`config.mk`:
```
export PLATFORM = sky130hd
export DESIGN_NAME = reg_bus_arbiter
export DESIGN_NICKNAME = d
export VERILOG_FILES = /design/src/rtl/reg_bus_arbiter.sv
export SDC_FILE = /design/constraint.sdc
export NUM_CORES = 1
export LEC_CHECK = 0
export BUFFER_PORTS_ARGS = -buffer_cell sky130_fd_sc_hd__buf_2
export CAP_MARGIN = 10
export CORE_AREA = 2 2 107 109
export DETAILED_ROUTE_END_ITERATION = 7
export DIE_AREA = 0 0 109 111
export PLACE_DENSITY = 0.61
export SYNTH_ARGS = -nofsm -noshare
export SYNTH_HDL_FRONTEND = slang
export SYNTH_SLANG_ARGS = --single-unit
```
`constraint.sdc`:
```
create_clock -name clk -period 2.9 [get_ports clk]
set_input_delay 0.29 -clock clk [delete_from_list [all_inputs] [get_ports clk]]
set_output_delay 0.29 -clock clk [all_outputs]
set_load 0.1 [all_outputs]
```
`src/rtl/reg_bus_arbiter.sv`:
```
// Round-robin arbiter sharing one valid/ready register-file slave port among NUM_MASTERS
// requesters. A read keeps its grant through the cycle the slave's registered data returns.
module reg_bus_arbiter #(
   parameter int NUM_MASTERS = 4,
   parameter int ADDR_WIDTH  = 4,
   parameter int DATA_WIDTH  = 32,
   localparam int IDX_W      = $clog2(NUM_MASTERS)
) (
   input  logic                              clk,
   input  logic                              reset,
   input  logic [NUM_MASTERS-1:0]            m_valid,
   input  logic [NUM_MASTERS-1:0]            m_write,
   input  logic [NUM_MASTERS-1:0]            m_read,
   input  logic [NUM_MASTERS*ADDR_WIDTH-1:0] m_addr,
   input  logic [NUM_MASTERS*DATA_WIDTH-1:0] m_wdata,
   output logic [NUM_MASTERS-1:0]            m_ready,
   output logic [NUM_MASTERS-1:0]            m_rvalid,
   output logic [DATA_WIDTH-1:0]             m_rdata,
   output logic                              s_valid,
   input  logic                              s_ready,
   output logic                              s_write,
   output logic                              s_read,
   output logic [ADDR_WIDTH-1:0]             s_addr,
   output logic [DATA_WIDTH-1:0]             s_wdata,
   input  logic [DATA_WIDTH-1:0]             s_rdata,
   output logic [IDX_W-1:0]                  grant_idx,
   output logic                              busy
);

   typedef enum logic [1:0] {IDLE, GRANT, RDWAIT} state_t;

   state_t                  state, state_nxt;
   logic [IDX_W-1:0]        grant_nxt;
   logic [IDX_W-1:0]        pick;
   logic [IDX_W-1:0]        cand;
   logic                    pick_found;
   logic [ADDR_WIDTH-1:0]   addr_arr  [NUM_MASTERS];
   logic [DATA_WIDTH-1:0]   wdata_arr [NUM_MASTERS];
   logic                    g_valid, g_write, g_rd_only;

   for (genvar i = 0; i < NUM_MASTERS; i++) begin : g_unpack
      assign addr_arr[i]  = m_addr[i*ADDR_WIDTH +: ADDR_WIDTH];
      assign wdata_arr[i] = m_wdata[i*DATA_WIDTH +: DATA_WIDTH];
   end

   assign g_valid   = m_valid[grant_idx];
   assign g_write   = m_write[grant_idx];
   // a request carrying both strobes is executed as a write
   assign g_rd_only = m_read[grant_idx] & ~m_write[grant_idx];
   assign busy      = (state != IDLE);

   // first requester strictly after the last grant, wrapping; the last winner ranks lowest
   always_comb begin
      pick       = grant_idx;
      cand       = '0;
      pick_found = 1'b0;
      for (int k = 1; k <= NUM_MASTERS; k++) begin
         cand = IDX_W'((int'(grant_idx) + k) % NUM_MASTERS);
         if (!pick_found && m_valid[cand]) begin
            pick       = cand;
            pick_found = 1'b1;
         end
      end
   end

   always_comb begin
      state_nxt = state;
      grant_nxt = grant_idx;
      s_valid   = 1'b0;
      s_write   = 1'b0;
      s_read    = 1'b0;
      s_addr    = '0;
      s_wdata   = '0;
      m_ready   = '0;
      m_rvalid  = '0;
      m_rdata   = '0;
      case (state)
         IDLE: begin
            if (pick_found) begin
               grant_nxt = pick;
               state_nxt = GRANT;
            end
         end
         GRANT: begin
            s_valid            = g_valid;
            s_write            = g_write;
            s_read             = g_rd_only;
            s_addr             = addr_arr[grant_idx];
            s_wdata            = wdata_arr[grant_idx];
            m_ready[grant_idx] = s_ready;
            // a dropped request abandons the grant without a transaction
            if (!g_valid)
               state_nxt = IDLE;
            else if (s_ready)
               state_nxt = g_rd_only ? RDWAIT : IDLE;
         end
         RDWAIT: begin
            m_rdata             = s_rdata;
            m_rvalid[grant_idx] = 1'b1;
            state_nxt           = IDLE;
         end
         default: state_nxt = IDLE;
      endcase
   end

   always_ff @(posedge clk or posedge reset) begin
      if (reset) begin
         state     <= IDLE;
         grant_idx <= IDX_W'(NUM_MASTERS - 1);
      end else begin
         state     <= state_nxt;
         grant_idx <= grant_nxt;
      end
   end

endmodule

```
== Word-level counts from Yosys, hierarchy flattened ==
Index checks and enable logic that the tools add are counted.

* Order comparisons: 7
* Muxes and demuxes: 43
* Equal/unequal tests: 4
* Bitwise operators: 4
* $add $sub $neg: 4
* Reductions and logical operators: 12

{| class="wikitable"
|+ Operator list
! kind !! number
|-
| $mux 32 || 4
|-
| $bmux 32 s2 || 1
|-
| $mux 4 || 5
|-
| $mux 2 || 8
|-
| $lt 2x3->1 const B || 5
|-
| $mux 1 || 15
|-
| $bmux 1 s2 || 7
|-
| $bmux 4 s2 || 1
|-
| $add 2x1->2 const B || 2
|-
| $add 2x2->2 const B || 2
|-
| $and 4x4->4 || 1
|-
| $logic_and 1x1->1 || 4
|-
| $pmux 2 s2 || 1
|-
| $reduce_bool 4->1 || 1
|-
| $ge 3x3->1 const B || 1
|-
| $logic_not 1->1 || 3
|-
| $ne 3x3->1 const B || 1
|-
| $not 2->3 || 1
|-
| $reduce_and 3->1 || 1
|-
| $demux 1 s2 || 1
|-
| $eq 2x1->1 const B || 1
|-
| $eq 2x2->1 const B || 1
|-
| $ge 2x1->1 const B || 1
|-
| $logic_not 2->1 || 1
|-
| other kinds (5) || 5
|}

* Input bits: 191
* Output and inout port bits: 82
* Logic and storage cells: 76
* Register bits after elaboration: 4

== Depth between registers and ports, before layout ==
Gate-level depths: netlist (run 1).

* Depth after elaboration: 15
* Depth in mapped cells: 8
* Mapped depth without buffers: 6

== Worst setup path before layout (run 1) ==
Ideal clock, no wire load.

* Kind: register -> output
* From: reg grant_idx[0]
* To: out s_read
* Setup slack: -3.739 ns
* Arrival: 6.349 ns
* Stages on the path, launching flop included: 4
* Buffers on the path: 1
* Cell sequence: dfstp_2 buf_4 mux4_2 a2111oi_0

* Word-level cells in the longest chain between the ends: 5
* Elaborated cells between the ends (all ways): 7

{| class="wikitable"
|+ Ends and longest elaborated chain
! what !! RTL line !! text
|-
| from (decl) || 26 || <nowiki>output logic [IDX_W-1:0] grant_idx,</nowiki>
|-
| from (signal assigned) || 109 || <nowiki>grant_idx <= IDX_W'(NUM_MASTERS - 1);</nowiki>
|-
| from (signal assigned) || 112 || <nowiki>grant_idx <= grant_nxt;</nowiki>
|-
| $bmux 1 s2 || 49 || <nowiki>assign g_rd_only = m_read[grant_idx] & ~m_write[grant_idx];</nowiki>
|-
| $mux 1 (implied by the code) || 49 ||
|-
| $not 1->1 || 49 ||
|-
| $and 1x1->1 (*) || 49 ||
|-
| $mux 1 (*) || 77 || <nowiki>case (state)</nowiki>
|-
| to (decl) || 22 || <nowiki>output logic s_read,</nowiki>
|}

Every way passes the cells marked *; elsewhere a longest branch is shown, timed or not. The select of a mux whose other input is x is not followed.

== Worst setup path in the final report (run 1) ==
* From: reg grant_idx[1]
* To: out s_read

The elaborated chain is that of the path after synthesis.

==> results of run 1 <==
cell families (layout without fill, tap and decap cells):
group                    count (synthesis)  after routing  share of synthesized area
XOR/XNOR                                 1              1                    0.00472
buffers and inverters                   24            289                     0.0587
adder cells (fa/ha/maj)                  4              4                     0.0270
multiplexers                            43             43                      0.511
AO/OA/AOI/OAI                           12             12                     0.0452
flip-flops                               4              4                     0.0553
AND/OR/NAND/NOR                         89             89                      0.298
final timing paths:
| path | from | to | cells after the start |
|---|---|---|---|
| max | grant_idx[1]$_DFFE_PP1P_ | s_read | 4 |
| min | state[1]$_DFFE_PP0P_ | state[0]$_DFFE_PP0P_ | 1 |
| max reg2reg | grant_idx[1]$_DFFE_PP1P_ | state[1]$_DFFE_PP0P_ | 5 |
| min reg2reg | state[1]$_DFFE_PP0P_ | state[0]$_DFFE_PP0P_ | 1 |
| max in group asynchronous | reset | grant_idx[0]$_DFFE_PP1P_ | 3 |
| min in group asynchronous | reset | state[0]$_DFFE_PP0P_ | 3 |
layout make-up:
type,count,share of cell area
Multi-Input combinational cell,149,0.491
Timing Repair Buffer,279,0.400
Tap cell,143,0.0500
Sequential cell,4,0.0308
Clock buffer,3,0.0210
Inverter,7,0.00735
per-stage QoR:
| stage | area (sq um) | cells | util | TNS, ns | hold slack, ns |
|---|---|---|---|---|---|
| floorplan | 1980 | 177 | - | -0.0124 | 0.0546 |
| CTS | 3580 | 585 | 0.323 | 0 | 0.490 |
| finish | 3580 | 585 | 0.323 | 0 | 0.492 |
| global placement | 3490 | 581 | 0.315 | 0 | 0.184 |
| detailed placement | 3490 | 581 | 0.315 | 0 | 0.185 |
| global route | 3580 | 585 | 0.323 | 0 | 0.517 |
routing by layer:
layer	up-vias	track usage
li1	1196	-
met1	1166	0.139
met2	170	0.262
met3	6	0.0229
met4	0	0.0248
met5	-	0
worst reg2reg max path, delay by kind of cell, from the launching register on:
family	cells	cell delay, ns
compound gates	1	0.57
buf+inv	2	0.71
flops	1	0.60
mux	1	0.38
simple gates	1	0.13
cell usage in the layout (no fill, tap or decap), types with 4 or more instances in the layout:
master / Yosys / layout
buf_2: 3 / 271
and2_1: 38 / 38
mux4_2: 40 / 40
and3_1: 4 / 4
inv_1: 7 / 7
buf_4: 4 / 6
nor2b_2: 0 / 36
ha_1: 4 / 4
state kept, by name (all words and copies together) (netlist names):
name / flops
grant_idx: 2
state: 2
==> summary.md, run 1 <==
| Metric | Value |
|---|---|
| First-pass GRT wire length | `around 12 mm` |
| Synth Flop Type | `dfstp_2` |
| Top-count cell post-synth | `mux4_2` |
| Post-route DRC | `0` |
| CTS buffer count | `3` |
| Diodes inserted | `0` |
| Syn_nets | `372` |
| Area of the multi-input gates | `1760 sq um` |
| I/O pin count | `273` |
| Number of port buffers | `272` |
| Die height | `111 um` |
| Count of flip-flops with a built-in enable after synthesis | `0` |
| CTS clk-pin slew, worst paths | `0.03 ns` |
| Routability cong. | `0.814` |
| CTS tree | `done` |
| Register bit total from synthesis | `4` |
| Fill cell count | `1,152` |
| RSZ-0062 raised after global routing | `false` |
| Syn avg cell area | `10.5 sq um` |
| Kind of critical path | `reg -> out` |
| Total wire length | `8.43 mm` |
| Distinct cells, synth | `29` |
| Setup WS pre-CTS | `0.329 ns` |
| DP HPWL | `7.40 mm` |
| Post-Syn Instances | `177` |
| Drt first pass iters | `2` |
| Worst-path maximum fanout | `50` |
| Final min period | `roughly 2.6 ns` |
| Slew HR | `0.569` |
| Final setup viols | `0` |
| Tot GR Track Use | `0.131` |
| CP Launch Type | `register` |
| Max Cap Violations | `0` |
| Vias in the first global route | `2,642` |
| Largest net degree at the start of global routing | `51` |
| # nets final | `639` |
| Met2 routed WL | `between 4 and 5 mm` |
| Core Rows | `39` |
| Yosys warns | `0` |
| Final setup margin | `0.284 ns` |
| Result of the run | `completed` |
| Post-CTS Setup Bufs | `0` |
| Worst skew pair latency | `0.23 ns` |
| Worst-Margin Slew | `between 0.6 and 0.7 ns` |
| Critical Path RT | `2.61 ns` |
| H-tree levels | `1` |
| Initial antenna violation count | `0` |
| Root Buffer | `clkbuf_16` |
| Die area | `12,100 sq um` |
| Post-CTS Resized | `0` |
| Synth area leader | `mux4_2` |
| GR Overflow Total | `0` |
| Final Max Tran Viols | `0` |
| Register area share after synthesis | `0.0553` |
| Area Growth Syn to Fin | `92.8%` |
| Core Area | `around 11,000 sq um` |
| CP Capture Type | `output port` |
| Initial Util | `0.168` |
| Commonest cells in the netlist | `40 x mux4_2, 39 x nor2b_1, 38 x and2_1` |
| Remaining antenna violation count | `0` |
| Internal reg-to-reg setup slack | `~0.45 ns` |
| Crit path DAT | `2.33 ns` |
| DR vias/cell | `roughly 4.3` |
| CTS Hold Bufs | `1` |
| Final Skew | `0.00420 ns` |
| Die Width | `109 um` |
| Layout cells sized above 1 | `0.821` |
| CP top delay family | `buffers and inverters` |
| Min-Delay Path Class | `reg -> reg` |
| Slowest stage delay, CP | `0.60 ns` |
| Reg area | `between 100 and 150 sq um` |
| Crit-path slowest cell | `dfstp_4` |
| Crit path buf inv count | `2` |
| Crit-path cells | `buf_4 -> mux4_2 -> a2111oi_4 -> buf_12` |
| Vias | `approximately 2,500` |
| 1st-iter DRT viols | `30` |
| Fin crit share | `0.902` |
| Peak Freq | `0.382 GHz` |
| Wire per inst | `14.4 um` |
| Yosys top cell area share | `0.486` |
| Clock buffer depth | `2` |
| Post-synth ARST share | `1.00` |
| Largest cells by area after synthesis | `mux4_2 49%, nor2b_1 13%, and2_1 13%` |
| WL met1 | `2.97 mm` |
| Top sig layer | `met4` |
| Syn Std Cell Area | `1860 sq um` |
| Clock sink count | `4` |
| Final hold violations | `0` |
| WL met3 | `833 um` |
Power of run 1 is not shown: default switching activity piles up to over one toggle a cycle in this logic, so the estimate is an artifact.
==> run 2, diff against run 1 <==
- CAP_MARGIN: 10 -> default
- clock period: 2.9 -> 2.4 ns (I/O delays scaled with it)
==> run 2 against run 1 <==
- utilization is 11 points higher
- first-iteration DRC count grew to 2.8 times the previous value
- wire length is 15% higher
- sequential share of layout area is 0.76 points lower
- cell count is 0.68% higher
- via count is 3.9% higher
- register-to-register slack worse by 0.33 ns
- worst hold slack worse by 0.16 ns
- flip-flop and latch count stayed put
- global-route usage is 1.4 points higher
- critical path depth stayed put
==> summary.md, run 2 (synthesis results as in run 1) <==
| Metric | Value |
|---|---|
| Result of the run | `completed` |
| Root Buffer | `clkbuf_16` |
| Tot GR Track Use | `0.145 (+0.0140)` |
| Routability cong. | `0.840 (+3.2%)` |
| DR vias/cell | `4.48 (+3.2%)` |
| Crit path DAT | `2.11 ns (-0.22 ns)` |
| CTS buffer count | `3 (unchanged)` |
| Largest net degree at the start of global routing | `51 (unchanged)` |
| R2R depth | `6 (+1)` |
| I/O pin count | `273 (unchanged)` |
| Clock buffer depth | `2 (unchanged)` |
| Core Rows | `39 (unchanged)` |
| 1st-iter DRT viols | `83 (+180%)` |
| Worst-path maximum fanout | `8 (-84%)` |
| Peak Freq | `0.426 GHz` |
| Internal reg-to-reg setup slack | `0.12 ns (-0.33 ns)` |
| Post-CTS Setup Bufs | `0 (unchanged)` |
| Final min period | `~2.3 ns` |
| H-tree levels | `1 (unchanged)` |
| Critical Path RT | `2.16 ns (-0.45 ns)` |
| First-pass GRT wire length | `13.6 mm (+9.4%)` |
| CTS tree | `done` |
| Crit-path most repeated cell | `buf_12` |
| Fin crit share | `0.977` |
| CP Capture Type | `output port` |
| Area Growth Syn to Fin | `156%` |
| Fill cell count | `1,030 (-11%)` |
| Commonest non-fill, non-tap cell in the layout | `buf_2` |
| Crit-path cells | `buf_12 -> mux4_2 -> a2111oi_4 -> buf_12` |
| Die area | `12,100 sq um (unchanged)` |
| Final Max Tran Viols | `0 (unchanged)` |
| Worst R2R Start | `grant_idx[1]$_DFFE_PP1P_` |
| Fin Hold WS | `0.331 ns (-0.161 ns)` |
| Slew HR | `0.666 (+0.0966)` |
| Initial Util | `0.168 (unchanged)` |
| Hold depth | `3 (+2)` |
| Initial antenna violation count | `0 (unchanged)` |
| Post-route DRC | `0 (unchanged)` |
| Commonest cells after routing, fill and taps aside | `197 x buf_2, 51 x buf_12, 40 x mux4_2` |
| Largest regs | `grant_idx x2, state x2` |
| Number of port buffers | `272 (unchanged)` |
| Layout cells sized above 1 | `0.823 (+0.00160)` |
| Die height | `111 um (unchanged)` |
| Kind of critical path | `reg -> out` |
| Worst skew pair latency | `0.22 ns (about the same)` |
| Core Area | `11,100 sq um (unchanged)` |
| RSZ-0062 raised after global routing | `true` |
| Diodes inserted | `0 (unchanged)` |
| Final hold violations | `0 (unchanged)` |
| # nets final | `642 (+0.47%)` |
| CP top delay family | `flip-flops` |
| Total wire length | `9.73 mm (+15%)` |
| Vias | `2,636 (+3.9%)` |
| Worst Hold End | `state[1]$_DFFE_PP0P_` |
| Clock sink count | `4 (unchanged)` |
| Worst R2R End | `state[0]$_DFFE_PP0P_` |
| Drt first pass iters | `4 (+2)` |
| Crit-path slowest cell | `dfstp_4` |
| Vias in the first global route | `2,673 (+1.2%)` |
| Hold path start | `s_ready` |
| Wire per inst | `16.5 um (+15%)` |
| Crit path buf inv count | `2 (unchanged)` |
| Min-Delay Path Class | `in -> reg` |
| GR Overflow Total | `0 (unchanged)` |
| Slowest stage delay, CP | `0.62 ns (+0.02 ns)` |
| Die Width | `109 um (unchanged)` |
| DP HPWL | `8.07 mm (+9.1%)` |
| Max Cap Violations | `0 (unchanged)` |
| Final Skew | `0.00201 ns (-0.00219 ns)` |
| Worst-Margin Slew | `0.505 ns (-0.141 ns)` |
| Remaining antenna violation count | `0 (unchanged)` |
| Final setup viols | `0 (unchanged)` |
| CTS clk-pin slew, worst paths | `0.03 ns (about the same)` |
| CP Launch Type | `register` |
| Final setup TNS | `0 ns (unchanged)` |
-- run 2: changes by cell type in the layout (fill, tap and decap cells not counted), moves of 2 or more --
cell | previous run | this run
buf_12 | 1 | 51
buf_16 | 0 | 2
buf_2 | 271 | 197
buf_4 | 6 | 14
buf_6 | 0 | 10
buf_8 | 0 | 5
nor2b_2 | 36 | 0
nor2b_4 | 0 | 36
-- run 2: timing repair --
action,in CTS,in global routing
hold buffers,1,0
endpoints found under the hold margin,2,0
gates cloned,0,1
setup endpoints to repair,36,37
gates resized for setup,39,52
-- run 2: layout make-up --
cell class              instances  area (sq um)  area share
well taps                     143           179      0.0377
clock buffers                   4          78.8      0.0166
flip-flops and latches          4           110      0.0232
inverters                       7          26.3     0.00554
repair buffers                282          2400       0.505
multi-input cells             149          1950       0.412
-- run 2: worst max path at each step --
stage	from	to	cells after the start
floorplan	grant_idx[0]$_DFFE_PP1P_	s_read	3
global placement	grant_idx[0]$_DFFE_PP1P_	state[0]$_DFFE_PP0P_	6
detailed placement	grant_idx[0]$_DFFE_PP1P_	grant_idx[1]$_DFFE_PP1P_	6
CTS	grant_idx[0]$_DFFE_PP1P_	s_wdata[21]	5
global route	grant_idx[0]$_DFFE_PP1P_	s_wdata[21]	5
finish	grant_idx[0]$_DFFE_PP1P_	s_read	4
-- run 2: worst reg2reg max path: stages, from the launching register on --
cell,delay (ns)
dfstp_4,0.65
inv_1,0.09
ha_4,0.28
mux4_2,0.53
or3_4,0.41
a21oi_1,0.15
nor2_1,0.05
-- run 2: metrics by stage --
step	cell area, sq um	util	instances	setup WS [ns]
floorplan	2170	-	177	-0.447
global placement	4310	0.389	583	0.133
detailed placement	4310	0.389	583	0.102
CTS	4510	0.407	588	-0.00462
global route	4740	0.428	589	-0.0176
finish	4740	0.428	589	0.0550
-- run 2: routing by layer --
layer	share of wire	track usage	up-vias
met5	0	0	-
met4	0.0084	0.0154	0
met3	0.098	0.0406	6
met2	0.54	0.273	164
met1	0.36	0.165	1260
li1	-	-	1206
Power of run 2 is left out for the same reason.
